<file path="src/rtl/sdram_arb_pkg.sv">
// Shared widths, FSM state type and data width codes for the SDRAM port arbiter.
package sdram_arb_pkg;

    localparam int unsigned ADDR_W  = 24;
    localparam int unsigned DATA_W  = 32;
    localparam int unsigned WIDTH_W = 2;

    typedef enum logic [1:0] {
        IDLE  = 2'd0,
        ISSUE = 2'd1,
        WAIT  = 2'd2
    } arb_state_e;

    // Width codes travel untouched to the controller; 2 and 3 both mean a full word.
    localparam logic [WIDTH_W-1:0] WIDTH_BYTE  = 2'd0;
    localparam logic [WIDTH_W-1:0] WIDTH_HALF  = 2'd1;
    localparam logic [WIDTH_W-1:0] WIDTH_WORD  = 2'd2;
    localparam logic [WIDTH_W-1:0] WIDTH_WORD3 = 2'd3;

endpackage

</file>
<file path="src/rtl/rr_pick.sv">
// Combinational round-robin picker: first valid requester after i_last, wrapping.
module rr_pick #(
    parameter int unsigned N     = 3,
    parameter int unsigned IDX_W = (N > 1) ? $clog2(N) : 1
) (
    input  logic [N-1:0]     i_req_valid,
    input  logic [IDX_W-1:0] i_last,
    output logic [N-1:0]     o_grant,
    output logic [IDX_W-1:0] o_idx,
    output logic             o_any
);

    always_comb begin
        int unsigned w_j;
        o_grant = '0;
        o_idx   = '0;
        o_any   = 1'b0;
        w_j     = 0;
        // k = N revisits i_last itself, so a lone requester is still served.
        for (int unsigned k = 1; k <= N; k++) begin
            w_j = (32'(i_last) + k) % N;
            if (!o_any && i_req_valid[IDX_W'(w_j)]) begin
                o_any                  = 1'b1;
                o_idx                  = IDX_W'(w_j);
                o_grant[IDX_W'(w_j)]   = 1'b1;
            end
        end
    end

endmodule

</file>
<file path="src/rtl/sdram_arbiter.sv">
// Round-robin arbiter sharing one SDRAM controller between NUM_PORTS requesters,
// driving the controller enable/ready handshake and returning one-cycle responses.
module sdram_arbiter
    import sdram_arb_pkg::*;
#(
    parameter int unsigned NUM_PORTS = 3,
    parameter int unsigned TIMEOUT   = 255
) (
    input  logic                          i_clk,
    input  logic                          i_rst,
    input  logic [NUM_PORTS-1:0]          i_req_valid,
    output logic [NUM_PORTS-1:0]          o_req_ready,
    input  logic [ADDR_W*NUM_PORTS-1:0]   i_req_addr,
    input  logic [NUM_PORTS-1:0]          i_req_write,
    input  logic [DATA_W*NUM_PORTS-1:0]   i_req_wdata,
    input  logic [WIDTH_W*NUM_PORTS-1:0]  i_req_width,
    output logic [NUM_PORTS-1:0]          o_rsp_valid,
    output logic [DATA_W-1:0]             o_rsp_rdata,
    output logic                          o_mem_enable,
    output logic [ADDR_W-1:0]             o_mem_addr,
    output logic                          o_mem_write,
    output logic [DATA_W-1:0]             o_mem_wdata,
    output logic [WIDTH_W-1:0]            o_mem_width,
    input  logic [DATA_W-1:0]             i_mem_read_data,
    input  logic                          i_mem_ready,
    output logic                          o_err
);

    localparam int unsigned IDX_W = (NUM_PORTS > 1) ? $clog2(NUM_PORTS) : 1;
    localparam int unsigned CNT_W = $clog2(TIMEOUT + 1) + 1;

    arb_state_e             r_state;
    logic [IDX_W-1:0]       r_last;
    logic [IDX_W-1:0]       r_owner;
    logic [CNT_W-1:0]       r_cnt;
    logic                   r_err;
    logic                   r_mem_enable;
    logic [ADDR_W-1:0]      r_mem_addr;
    logic                   r_mem_write;
    logic [DATA_W-1:0]      r_mem_wdata;
    logic [WIDTH_W-1:0]     r_mem_width;
    logic [NUM_PORTS-1:0]   r_rsp_valid;
    logic [DATA_W-1:0]      r_rsp_rdata;

    logic [NUM_PORTS-1:0]   w_grant;
    logic [IDX_W-1:0]       w_idx;
    logic                   w_any;
    logic                   w_can_grant;
    logic [ADDR_W-1:0]      w_sel_addr;
    logic                   w_sel_write;
    logic [DATA_W-1:0]      w_sel_wdata;
    logic [WIDTH_W-1:0]     w_sel_width;

    rr_pick #(
        .N     (NUM_PORTS),
        .IDX_W (IDX_W)
    ) u_pick (
        .i_req_valid (i_req_valid),
        .i_last      (r_last),
        .o_grant     (w_grant),
        .o_idx       (w_idx),
        .o_any       (w_any)
    );

    // Controller init holds ready low, which keeps every port blocked here.
    assign w_can_grant = (r_state == IDLE) && i_mem_ready;
    assign o_req_ready = w_can_grant ? w_grant : '0;

    assign w_sel_addr  = i_req_addr[ADDR_W*w_idx +: ADDR_W];
    assign w_sel_write = i_req_write[w_idx];
    assign w_sel_wdata = i_req_wdata[DATA_W*w_idx +: DATA_W];
    assign w_sel_width = i_req_width[WIDTH_W*w_idx +: WIDTH_W];

    always_ff @(posedge i_clk or posedge i_rst) begin
        if (i_rst) begin
            r_state      <= IDLE;
            r_last       <= IDX_W'(NUM_PORTS - 1);
            r_owner      <= '0;
            r_cnt        <= '0;
            r_err        <= 1'b0;
            r_mem_enable <= 1'b0;
            r_mem_addr   <= '0;
            r_mem_write  <= 1'b0;
            r_mem_wdata  <= '0;
            r_mem_width  <= '0;
            r_rsp_valid  <= '0;
            r_rsp_rdata  <= '0;
        end else begin
            r_rsp_valid <= '0;
            unique case (r_state)
                IDLE: begin
                    if (w_can_grant && w_any) begin
                        r_mem_addr   <= w_sel_addr;
                        r_mem_write  <= w_sel_write;
                        r_mem_wdata  <= w_sel_wdata;
                        r_mem_width  <= w_sel_width;
                        r_mem_enable <= 1'b1;
                        r_owner      <= w_idx;
                        r_last       <= w_idx;
                        r_cnt        <= '0;
                        r_state      <= ISSUE;
                    end
                end
                ISSUE: begin
                    // Refresh can stretch ISSUE legally; err only flags, never aborts.
                    if (32'(r_cnt) < TIMEOUT) begin
                        r_cnt <= r_cnt + 1'b1;
                    end
                    if (32'(r_cnt) + 32'd1 >= TIMEOUT) begin
                        r_err <= 1'b1;
                    end
                    if (!i_mem_ready) begin
                        r_mem_enable <= 1'b0;
                        r_state      <= WAIT;
                    end
                end
                WAIT: begin
                    if (i_mem_ready) begin
                        r_rsp_rdata <= i_mem_read_data;
                        r_rsp_valid <= NUM_PORTS'(1) << r_owner;
                        r_state     <= IDLE;
                    end
                end
                default: r_state <= IDLE;
            endcase
        end
    end

    assign o_rsp_valid  = r_rsp_valid;
    assign o_rsp_rdata  = r_rsp_rdata;
    assign o_mem_enable = r_mem_enable;
    assign o_mem_addr   = r_mem_addr;
    assign o_mem_write  = r_mem_write;
    assign o_mem_wdata  = r_mem_wdata;
    assign o_mem_width  = r_mem_width;
    assign o_err        = r_err;

endmodule

</file>
<file path="config.mk">
export PLATFORM = sky130hd
export DESIGN_NAME = sdram_arbiter
export DESIGN_NICKNAME = d
export VERILOG_FILES = /design/src/rtl/sdram_arb_pkg.sv /design/src/rtl/rr_pick.sv /design/src/rtl/sdram_arbiter.sv
export SDC_FILE = /design/constraint.sdc
export NUM_CORES = 1
export LEC_CHECK = 0
export CELL_PAD_IN_SITES_DETAIL_PLACEMENT = 1
export CELL_PAD_IN_SITES_GLOBAL_PLACEMENT = 1
export CORE_AREA = 8 8 156 158
export CTS_BUF_LIST = sky130_fd_sc_hd__clkbuf_8
export CTS_CLUSTER_DIAMETER = 150
export DETAILED_ROUTE_END_ITERATION = 7
export DIE_AREA = 0 0 164 166
export PLACE_DENSITY = 0.84
export SETUP_SLACK_MARGIN = 0.5
export SYNTH_ARGS = -nofsm -noshare
export SYNTH_HDL_FRONTEND = slang
export SYNTH_SLANG_ARGS = --single-unit
export TNS_END_PERCENT = 10
</file>
<file path="constraint.sdc">
create_clock -name i_clk -period 4.6 [get_ports i_clk]
set_clock_uncertainty 0.15 [all_clocks]
set_input_delay 1.38 -clock i_clk [delete_from_list [all_inputs] [get_ports i_clk]]
set_output_delay 1.38 -clock i_clk [all_outputs]
set_load 0.02 [all_outputs]
</file>
==> results.toml <==
[outcome]
outcome = "completed"

[cells_and_area]
final_cells = 1146
fin_area_mm2 = 0.00956
num-fill-cells = 2428
regArea_mm2 = 0.00275
syn_to_final_growth_pct = 64.6
drive_above_1_share = 0.129
nets = 1077
utilization = 0.433
multi_input_area_mm2 = 0.00285
diodes = 0

[sta]
fin_crit_sh = 0.891
fin_ws_ns = 0.500
fin_crit_ns = 4.10
setup_viol = 0
rsz0062_at_grt = "yes"
tightest_slew_ns = 0.743
whs_ns = 0.348
max_freq_mhz = 244
slew_headroom = 0.504
tns_ns = 0
slew_violations = 0
hold_viol_final = 0

[logic_synthesis]
synth_area_leaders = "dfrtp_1, mux2i_1, mux2_2"
avgSynthCellArea_um2 = 10.5
synthesis.nets = 776
synth_common_cells = "dfrtp_1, nor2_1, nor3_1, mux2i_1, a211oi_1"
netlist_area_mm2 = 0.00581
async_reset_ff_frac = 1.00
ys_seq_area_frac = 0.474
ys_ff_latch = 110
synth_ff_type = "dfrtp_1"
yosysMostFrequentCell = "dfrtp_1"
synth.top_cell.area_share = 0.470
synth_edf_count = 0
synth_top_cell_by_area = "dfrtp_1"
synthCells = 555
ys_types = 49
synth_warnings = 0

[routing]
num_vias = 5611
routed_via_density = 4.90
wl_per_cell_um = 20.7
routed_wl_um = 23800
drt_iter0_markers = 191
drt_first_pass_iters = 4
drtAntennaViolNets = 0
drc = 0

[clocking]
clk_path_buf_depth = 2
cts_tree = "built"
h-tree-depth = 3
root_buffer = "clkbuf_8"
clock_sinks = 110
clk_latency_ns = 0.37
cts_buffers = 9
clk_pin_slew_worst_paths_ns = 0.11

[die]
ios = 314
core_mm2 = 0.0221
die_area_mm2 = 0.0272
die_w_um = 164
die_h_um = 166
core.rowCount = 55
initial_core_util = 0.263

[critical_path]
arrival_ns = 2.57
cp.required_ns = 3.07
start_kind = "primary input"
crit_path_max_fanout = 5
cp-end-kind = "output port"
crit_type = "primary input to output port"

[power_and_ir_drop]
power_leakage_nw = 3.89
finalPower_mw = 5.70
cellPowerDensity_mw_per_mm2 = 596
vdd_drop_max_v = 0.000327

[place]
placed_cells = 1129
hpwl_um = 18000
gp_congestion = 0.810
dp_slack_ns = -0.425
dpl-instance-area_mm2 = 0.00926
portBuffers = 313

[grt]
antenna_found_initial = 0
track_usage = 0.170
grt_max_degree = 111
gr-total-overflow = 0
grt_pass1_vias = 6292
grt_pass1_wl_um = 36300

[min_path]
hp-class = "register to register"

[flow_run]
maxCapViolCount = 0
## where the power goes
part / internal [mW] / switching [mW] / total, mW
Combinational: 1.54 / 1.82 / 3.35
Sequential: 1.40 / 0.256 / 1.66
Clock: 0.314 / 0.369 / 0.683
Total: 3.25 / 2.44 / 5.70
## cells in the final DEF (no fill, tap or decap), types with 5 or more instances in the layout
cell type,count
clkdlybuf4s50_1,306
dfrtp_1,109
nor2_1,67
nor3_1,63
mux2i_1,59
a211oi_1,51
mux2_2,35
buf_4,19
o21ai_0,17
nand2_1,15
a211oi_2,10
clkbuf_8,9
inv_1,7
a21oi_1,7
nand2b_1,5
and3_1,5
## what timing repair did
| item | CTS | global route |
|---|---|---|
| gates resized for setup | 34 | 11 |
| endpoints found under the hold margin | 0 | 0 |
| buffers inserted | 1 | 0 |
| endpoints found under the setup margin | 3 | 3 |
| pin swaps | 3 | 1 |
| gates cloned | 0 | 0 |
| hold buffers | 0 | 0 |
## sequential cells by signal, summed over array words and instances (netlist names)
register / flops
o_rsp_rdata: 32
o_mem_addr: 24
o_mem_write: 1
o_mem_enable: 1
o_rsp_valid: 3
r_state: 2
o_mem_wdata: 32
o_mem_width: 2
r_owner: 1
o_err: 1
r_cnt: 9
r_last: 2
## critical path, cell delays in order
cell	delay (ns)
clkdlybuf4s15_2	0.23
nor4bb_4	0.18
a311oi_2	0.22
a21oi_2	0.08
a221oi_2	0.26
nor2_1	0.07
buf_4	0.16
## final cells by class
class / instances / share of cell area
Multi-Input combinational cell: 392 / 0.298
Timing Repair Buffer: 335 / 0.350
Sequential cell: 110 / 0.288
Clock buffer: 9 / 0.0130
Tap cell: 285 / 0.0373
Clock inverter: 7 / 0.0106
Inverter: 8 / 0.00353
## cell families (layout without fill, tap and decap cells)
logic type,Yosys count,after routing,synth area share
simple gates,177,177,0.144
buf+inv,53,359,0.0502
compound gates,113,113,0.146
xor+xnor,1,1,0.00151
fa+ha+maj,7,7,0.0146
flops,110,110,0.474
mux,94,94,0.170
## worst paths after layout
kind	start	end	slack [ns]	depth (start not counted)
max in group asynchronous	i_rst	r_cnt[6]	2.46	3
setup / recovery	i_req_valid[0]	o_req_ready[0]	0.50	7
min in group asynchronous	i_rst	o_mem_addr[23]	1.37	3
hold / removal	r_owner[1]	o_rsp_valid[0]	0.35	1
setup reg to reg	r_last[0]	o_mem_wdata[29]	1.70	8
hold reg to reg	r_owner[1]	o_rsp_valid[0]	0.35	1
## metal layers
layer / global-route usage / up-vias / part of all wire
met1: 0.186 / 2753 / 0.39
li1: - / 2629 / -
met3: 0.0657 / 22 / 0.099
met5: 0 / - / 0
met4: 0.0447 / 0 / 0.016
met2: 0.298 / 207 / 0.49
No activity file was read; power rests on OpenSTA's default activity.
